$ cat config.mk
export PLATFORM = sky130hd
export DESIGN_NAME = multicycle_controller
export DESIGN_NICKNAME = d
export VERILOG_FILES = /design/src/rtl/ctrl_pkg.sv /design/src/rtl/branch_unit.sv /design/src/rtl/multicycle_controller.sv
export SDC_FILE = /design/constraint.sdc
export NUM_CORES = 1
export LEC_CHECK = 0
export CAP_MARGIN = 30
export CORE_MARGIN = 1.5
export CORE_UTILIZATION = 43
export CTS_CLUSTER_SIZE = 8
export DETAILED_ROUTE_END_ITERATION = 6
export PLACE_DENSITY_LB_ADDON = 0.15
export SLEW_MARGIN = 25
export SYNTH_ARGS = -nofsm -noshare
export SYNTH_HDL_FRONTEND = slang
export SYNTH_SLANG_ARGS = --single-unit
$ cat constraint.sdc
create_clock -name clk -period 2.2 [get_ports clk]
set_input_delay 0.44 -clock clk [delete_from_list [all_inputs] [get_ports clk]]
set_output_delay 0.44 -clock clk [all_outputs]
set_load 0.01 [all_outputs]
$ cat src/rtl/ctrl_pkg.sv
// rtl/ctrl_pkg.sv - state, ALU, immediate and opcode encodings for the multicycle controller
package ctrl_pkg;

  localparam logic [3:0] S_FETCH     = 4'd0;
  localparam logic [3:0] S_DECODE    = 4'd1;
  localparam logic [3:0] S_MEMADR    = 4'd2;
  localparam logic [3:0] S_MEMREAD   = 4'd3;
  localparam logic [3:0] S_MEMWB     = 4'd4;
  localparam logic [3:0] S_MEMWRITE  = 4'd5;
  localparam logic [3:0] S_EXECR     = 4'd6;
  localparam logic [3:0] S_EXECI     = 4'd7;
  localparam logic [3:0] S_ALUWB     = 4'd8;
  localparam logic [3:0] S_BRANCH    = 4'd9;
  localparam logic [3:0] S_JAL       = 4'd10;
  localparam logic [3:0] S_JALR      = 4'd11;
  localparam logic [3:0] S_JALR_LINK = 4'd12;
  localparam logic [3:0] S_AUIPC     = 4'd13;
  localparam logic [3:0] S_LUI       = 4'd14;

  localparam logic [3:0] ALU_ADD  = 4'd0;
  localparam logic [3:0] ALU_SUB  = 4'd1;
  localparam logic [3:0] ALU_SLL  = 4'd2;
  localparam logic [3:0] ALU_SLT  = 4'd3;
  localparam logic [3:0] ALU_SLTU = 4'd4;
  localparam logic [3:0] ALU_XOR  = 4'd5;
  localparam logic [3:0] ALU_SRL  = 4'd6;
  localparam logic [3:0] ALU_SRA  = 4'd7;
  localparam logic [3:0] ALU_OR   = 4'd8;
  localparam logic [3:0] ALU_AND  = 4'd9;

  localparam logic [2:0] IMM_I = 3'd0;
  localparam logic [2:0] IMM_S = 3'd1;
  localparam logic [2:0] IMM_B = 3'd2;
  localparam logic [2:0] IMM_J = 3'd3;
  localparam logic [2:0] IMM_U = 3'd4;

  localparam logic [6:0] OP_LOAD   = 7'b0000011;
  localparam logic [6:0] OP_STORE  = 7'b0100011;
  localparam logic [6:0] OP_R      = 7'b0110011;
  localparam logic [6:0] OP_I      = 7'b0010011;
  localparam logic [6:0] OP_BRANCH = 7'b1100011;
  localparam logic [6:0] OP_JAL    = 7'b1101111;
  localparam logic [6:0] OP_JALR   = 7'b1100111;
  localparam logic [6:0] OP_AUIPC  = 7'b0010111;
  localparam logic [6:0] OP_LUI    = 7'b0110111;

  // funct7_5 only means SUB for register ops; immediate ops keep bit 30 as part of the immediate
  function automatic logic [3:0] alu_decode(input logic [2:0] funct3, input logic funct7_5,
                                            input logic is_reg);
    case (funct3)
      3'b000:  alu_decode = (is_reg && funct7_5) ? ALU_SUB : ALU_ADD;
      3'b001:  alu_decode = ALU_SLL;
      3'b010:  alu_decode = ALU_SLT;
      3'b011:  alu_decode = ALU_SLTU;
      3'b100:  alu_decode = ALU_XOR;
      3'b101:  alu_decode = funct7_5 ? ALU_SRA : ALU_SRL;
      3'b110:  alu_decode = ALU_OR;
      default: alu_decode = ALU_AND;
    endcase
  endfunction

endpackage

$ cat src/rtl/branch_unit.sv
// rtl/branch_unit.sv - branch condition evaluation from funct3 and ALU flags
module branch_unit (
  input  logic [2:0] funct3,
  input  logic       zero,
  input  logic       lt,
  input  logic       ltu,
  output logic       taken,
  output logic       bad
);

  always_comb begin
    taken = 1'b0;
    bad   = 1'b0;
    case (funct3)
      3'b000:  taken = zero;
      3'b001:  taken = ~zero;
      3'b100:  taken = lt;
      3'b101:  taken = ~lt;
      3'b110:  taken = ltu;
      3'b111:  taken = ~ltu;
      default: bad   = 1'b1;
    endcase
  end

endmodule

$ cat src/rtl/multicycle_controller.sv
// rtl/multicycle_controller.sv - Moore FSM sequencing a multicycle RV32I datapath
module multicycle_controller
  import ctrl_pkg::*;
#(
  parameter int ALUCTL_W      = 4,
  parameter int MEM_HANDSHAKE = 1,
  parameter int INSTRET_W     = 32
) (
  input  logic                 clk,
  input  logic                 reset,
  input  logic [6:0]           opcode,
  input  logic [2:0]           funct3,
  input  logic                 funct7_5,
  input  logic                 zero,
  input  logic                 lt,
  input  logic                 ltu,
  input  logic                 mem_ready,
  output logic                 ir_write,
  output logic                 pc_write,
  output logic                 reg_write,
  output logic                 mem_write,
  output logic                 mem_read,
  output logic                 adr_src,
  output logic [1:0]           result_src,
  output logic [1:0]           alu_src_a,
  output logic [1:0]           alu_src_b,
  output logic [2:0]           imm_src,
  output logic [ALUCTL_W-1:0]  alu_control,
  output logic                 illegal,
  output logic [INSTRET_W-1:0] instret,
  output logic [3:0]           state_o
);

  logic [3:0] state, next_state;
  logic [3:0] alu_op;
  logic       run, mem_ok, taken, br_bad, retire;

  assign mem_ok      = (MEM_HANDSHAKE != 0) ? mem_ready : 1'b1;
  assign state_o     = state;
  assign alu_control = ALUCTL_W'(alu_op);

  branch_unit u_branch (
    .funct3 (funct3),
    .zero   (zero),
    .lt     (lt),
    .ltu    (ltu),
    .taken  (taken),
    .bad    (br_bad)
  );

  // run holds the FSM idle until the first clock edge after reset releases
  always_ff @(posedge clk or negedge reset) begin
    if (!reset) begin
      state   <= S_FETCH;
      run     <= 1'b0;
      instret <= '0;
    end else begin
      run   <= 1'b1;
      state <= next_state;
      if (retire) instret <= instret + INSTRET_W'(1);
    end
  end

  always_comb begin
    case (opcode)
      OP_STORE:         imm_src = IMM_S;
      OP_BRANCH:        imm_src = IMM_B;
      OP_JAL:           imm_src = IMM_J;
      OP_AUIPC, OP_LUI: imm_src = IMM_U;
      default:          imm_src = IMM_I;
    endcase
  end

  always_comb begin
    next_state = state;
    ir_write   = 1'b0;
    pc_write   = 1'b0;
    reg_write  = 1'b0;
    mem_write  = 1'b0;
    mem_read   = 1'b0;
    adr_src    = 1'b0;
    illegal    = 1'b0;
    result_src = 2'b00;
    alu_src_a  = 2'b00;
    alu_src_b  = 2'b00;
    alu_op     = ALU_ADD;
    case (state)
      S_FETCH: begin
        mem_read   = 1'b1;
        alu_src_b  = 2'b10;
        result_src = 2'b10;
        if (mem_ok) begin
          ir_write   = 1'b1;
          pc_write   = 1'b1;
          next_state = S_DECODE;
        end
      end
      S_DECODE: begin
        alu_src_a = 2'b01;
        alu_src_b = 2'b01;
        case (opcode)
          OP_LOAD, OP_STORE: next_state = S_MEMADR;
          OP_R:              next_state = S_EXECR;
          OP_I:              next_state = S_EXECI;
          OP_BRANCH:         next_state = S_BRANCH;
          OP_JAL:            next_state = S_JAL;
          OP_JALR:           next_state = S_JALR;
          OP_AUIPC:          next_state = S_AUIPC;
          OP_LUI:            next_state = S_LUI;
          default: begin
            illegal    = 1'b1;
            next_state = S_FETCH;
          end
        endcase
      end
      S_MEMADR: begin
        alu_src_a  = 2'b10;
        alu_src_b  = 2'b01;
        next_state = (opcode == OP_LOAD) ? S_MEMREAD : S_MEMWRITE;
      end
      S_MEMREAD: begin
        adr_src  = 1'b1;
        mem_read = 1'b1;
        if (mem_ok) next_state = S_MEMWB;
      end
      S_MEMWB: begin
        result_src = 2'b01;
        reg_write  = 1'b1;
        next_state = S_FETCH;
      end
      S_MEMWRITE: begin
        adr_src   = 1'b1;
        mem_write = 1'b1;
        if (mem_ok) next_state = S_FETCH;
      end
      S_EXECR: begin
        alu_src_a  = 2'b10;
        alu_op     = alu_decode(funct3, funct7_5, 1'b1);
        next_state = S_ALUWB;
      end
      S_EXECI: begin
        alu_src_a  = 2'b10;
        alu_src_b  = 2'b01;
        alu_op     = alu_decode(funct3, funct7_5, 1'b0);
        next_state = S_ALUWB;
      end
      S_ALUWB: begin
        reg_write  = 1'b1;
        next_state = S_FETCH;
      end
      S_BRANCH: begin
        alu_src_a  = 2'b10;
        alu_op     = ALU_SUB;
        pc_write   = taken;
        illegal    = br_bad;
        next_state = S_FETCH;
      end
      S_JAL: begin
        alu_src_a  = 2'b01;
        alu_src_b  = 2'b10;
        pc_write   = 1'b1;
        next_state = S_ALUWB;
      end
      S_JALR: begin
        alu_src_a  = 2'b10;
        alu_src_b  = 2'b01;
        result_src = 2'b10;
        pc_write   = 1'b1;
        next_state = S_JALR_LINK;
      end
      S_JALR_LINK: begin
        alu_src_a  = 2'b01;
        alu_src_b  = 2'b10;
        next_state = S_ALUWB;
      end
      S_AUIPC: begin
        alu_src_a  = 2'b01;
        alu_src_b  = 2'b01;
        next_state = S_ALUWB;
      end
      S_LUI: begin
        alu_src_a  = 2'b11;
        alu_src_b  = 2'b01;
        next_state = S_ALUWB;
      end
      default: next_state = S_FETCH;
    endcase
    if (!run) begin
      ir_write   = 1'b0;
      pc_write   = 1'b0;
      reg_write  = 1'b0;
      mem_write  = 1'b0;
      mem_read   = 1'b0;
      illegal    = 1'b0;
      next_state = S_FETCH;
    end
  end

  assign retire = run && !illegal && (next_state == S_FETCH) &&
                  ((state == S_MEMWB) || (state == S_MEMWRITE) ||
                   (state == S_ALUWB) || (state == S_BRANCH));

endmodule

==> impl_summary.txt <==
----------------------------------------------------
[Run status]
  Status ... complete, but fails checks
  Failing checks ... negative setup slack

[Routing]
  1st-pass router iterations ... 4
  Drt drc ... 0
  Via count normalized by instance count ... 5.46
  Via count of the routed design ... 2652
  Number of DRC markers in iteration 0 ... 85
  Post-Route WL ... 7.63 mm
  WL/cell ... 15.7 µm
  Routed Antenna Nets ... 0

[Floorplanning]
  DIE AREA ... 0.00625 mm²
  Num rows ... 27
  Initial Util ... 44.9%
  Number of primary I/O pins ... 73
  Chip width ... 79.1 µm
  Vertical die dimension ... 79.1 µm
  Core Footprint ... 0.00554 mm²

[Global route]
  All-layer global routing usage ... 24.5%
  Number of antenna violations at the first check in global routing ... 0
  Aggregate global routing overflow ... 0
  First-pass GRT wire length ... 12.3 mm
  Maximum number of pins on one net before global-route repair ... 38
  Vias in the first global route ... 2680

[Critical path]
  Worst-path cell with the longest stage delay ... sky130_fd_sc_hd__or4b_4
  Required time at the endpoint of the critical path ... 2.41 ns
  Biggest cell delay along the critical path ... 0.52 ns
  CP endpoint kind ... flip-flop
  Critical path, cell by cell ... buf_6 -> or4b_4 -> nand3_2 -> and4b_4 -> nor4_4 -> buf_6 -> and3_1 -> xor2_1
  Arrival time worst endpoint ... 2.59 ns
  Crit path max-delay family ... simple AND/OR/NAND/NOR gates
  Crit path from ... state_o[1]
  Buffers plus inverters on the worst setup path ... 2
  Launching element type of the critical path ... flip-flop
  RR Startpoint ... state_o[1]
  Setup slack of the most critical reg-to-reg path ... -0.18 ns
  Crit-path max FO ... 7
  Stages on worst setup path ... 8
  Category of the most critical setup path ... reg2reg
  Worst Reg2Reg Path Length in Cells ... 8
  Cell seen most often among critical-path stages ... sky130_fd_sc_hd__buf_6

[STA]
  Minimum clock period ... 2.38 ns
  Fin crit share ... 108%
  Fmax ... 0.420 GHz
  Final Hold Fails ... 0
  Setup repair after global routing missed its margin ... yes
  Worst-margin pin slew ... 0.801 ns
  Sum Neg Setup Slack ... -3.16 ns
  Headroom to the max-slew limit ... 46.6%
  Endpoints failing setup ... 34
  Final worst-path setup slack ... -0.182 ns
  Setup Skew ... 0.00929 ns
  Total count of max-transition violations in the final report ... 0

[Yosys]
  Syn Std Cell Area ... 0.00249 mm²
  Flops & latches, synth ... 37
  Post-synthesis area per instance ... 9.21 µm²
  Top cell type's share of synthesized area ... 37.2%
  Yosys warning total ... 0
  Leading post-synthesis cells by cell area ... sky130_fd_sc_hd__dfrtp_1, sky130_fd_sc_hd__xnor2_1, sky130_fd_sc_hd__nand4_1
  Top cells by count, synth ... sky130_fd_sc_hd__dfrtp_1, sky130_fd_sc_hd__xnor2_1, sky130_fd_sc_hd__nand2_1, sky130_fd_sc_hd__nand3_1, sky130_fd_sc_hd__nand4_1
  Proportion of synthesized chip area in sequential cells ... 37.2%
  Asr flop ratio synth ... 100%
  Distinct cells, synth ... 53
  EDFF count, synth ... 0
  Post-synthesis cell type with the largest combined area ... sky130_fd_sc_hd__dfrtp_1
  Predominant post-synthesis flop cell ... sky130_fd_sc_hd__dfrtp_1
  Net count after synthesis ... 288
  Count of mapped cells out of synthesis ... 270
  Cell with the most instances after synthesis ... sky130_fd_sc_hd__dfrtp_1

[CTS]
  Number of buffers created by CTS ... 5
  Number of clock sinks seen by CTS ... 37
  Number of buffers on the longest clock path ... 2
  Reg clk slew, reported paths ... 0.07 ns
  CTS hold repair buffers ... 0
  Skew-Pair Late Insertion Delay ... 0.29 ns
  CTS tree ... yes
  Clock tree root buffer cell ... sky130_fd_sc_hd__clkbuf_8
  Htree depth ... 2

[Power]
  Net Sw Frac ... 25.4%
  Combinational Power Share ... 18.1%
  Post-layout total power ... 1.58 mW
  Internal Dissipation ... 1.18 mW
  Switching component of the power ... 401 µW
  Share of total power in sequential cells ... 45.1%
  Leakage ... 1.86 nW
  Clk pwr share ... 36.8%
  Areal power density over the cells ... 378 mW/mm²
  Worst ir drop on vdd ... 0.000341 V

[Layout]
  Multi-input gate area in the final layout ... 0.00175 mm²
  Post-synthesis to final-layout area growth ... 68.3%
  Fillers ... 409
  Antenna diode count ... 0
  Total Nets Final ... 431
  Total area of sequential cells ... 928 µm²
  Fraction of final layout cells sized beyond drive strength 1 ... 37.9%

[Flow run]
  Max cap viols ... 0

[Placed design]
  RD Place Congestion ... 0.857
  Dpl hpwl ... 5.19 mm
  Total of buffers placed on input and output ports ... 72

[Min path]
  Hold Crit Class ... in2async

----------------------------------------------------
==> area by class of cell <==
type                    instances  area share [%]
flip-flops and latches         37            22.2
inverters                       3           0.269
multi-input cells             213            41.8
well taps                      72            2.15
clock inverters                 3            1.11
repair buffers                153            30.8
clock buffers                   5            1.64
==> through the flow <==
| stage | worst slack [ns] | instances | hold slack [ns] | instance area (µm²) | util [%] |
|---|---|---|---|---|---|
| 3_3_place_gp | -0.507 | 461 | 0.463 | 3730 | 67.3 |
| 5_1_grt | -0.234 | 486 | 0.309 | 4190 | 75.5 |
| 4_1_cts | -0.156 | 485 | 0.266 | 4110 | 74.1 |
| 2_1_floorplan | 0.00104 | 270 | 0.144 | 2530 | - |
| 3_5_place_dp | -0.552 | 461 | 0.472 | 3730 | 67.3 |
| 6_report | -0.182 | 486 | 0.243 | 4190 | 75.5 |
==> cells in the final DEF (no fill, tap or decap), types with 9 or more instances in the layout <==
master / count
sky130_fd_sc_hd__buf_6: 11
sky130_fd_sc_hd__and3_1: 13
sky130_fd_sc_hd__buf_2: 12
sky130_fd_sc_hd__nand4_1: 18
sky130_fd_sc_hd__buf_4: 70
sky130_fd_sc_hd__nand3_1: 13
sky130_fd_sc_hd__dlygate4sd2_1: 9
sky130_fd_sc_hd__clkdlybuf4s50_1: 42
sky130_fd_sc_hd__nor2_1: 9
sky130_fd_sc_hd__xnor2_1: 28
sky130_fd_sc_hd__nand2_1: 18
sky130_fd_sc_hd__dfrtp_1: 35
==> power by group through the flow <==
| stage | Sequential, mW | Combinational [mW] | Clock, mW |
|---|---|---|---|
| finish | 0.713 | 0.285 | 0.582 |
| global route | 0.714 | 0.311 | 0.632 |
| CTS | 0.711 | 0.271 | 0.595 |
| detailed placement | 0.724 | 0.261 | 0 |
| global placement | 0.723 | 0.255 | 0 |
| floorplan | 0.724 | 0.0976 | 0 |
==> metal layers <==
metal	wire (µm)	part of all wire [%]	vias to the layer above	GRT usage, %
met2	3880	51	87	44.0
li1	-	-	1269	-
met5	0	0	-	0
met1	3260	43	1286	30.7
met3	377	4.9	10	4.14
met4	108	1.4	0	5.44
==> cell families after synthesis <==
family          count (synthesis)  share of synthesized area (%)
compound gates                 31                           9.16
xor+xnor                       37                           13.0
fa+ha+maj                       1                          0.503
buf+inv                        20                           3.27
flops                          37                           37.2
mux                             4                           1.71
other cells                     1                          0.151
simple gates                  139                           35.0
==> what timing repair did <==
action	in CTS	in global routing
buffers inserted	15	4
endpoints found under the setup margin	52	48
pin swaps	38	21
resized for setup	117	29
cloned	2	0
==> state kept, by name (all words and copies together) (netlist names) <==
name	flops
state_o	4
instret	32
run	1
==> path summary, 6_finish.rpt <==
| kind | endpoint |
|---|---|
| min in group clk | instret[31] |
| max reg2reg | instret[19] |
| max | instret[19] |
| max in group asynchronous | state_o[0] |
| min | instret[8] |
| min reg2reg | instret[31] |
==> worst register-to-register path: stages (launching register included) <==
cell	delay, ns
sky130_fd_sc_hd__dfrtp_2	0.46
sky130_fd_sc_hd__buf_6	0.14
sky130_fd_sc_hd__or4b_4	0.52
sky130_fd_sc_hd__nand3_2	0.08
sky130_fd_sc_hd__and4b_4	0.23
sky130_fd_sc_hd__nor4_4	0.36
sky130_fd_sc_hd__buf_6	0.20
sky130_fd_sc_hd__and3_1	0.17
sky130_fd_sc_hd__xor2_1	0.15
Note: power is estimated with default switching activity, not from simulation.
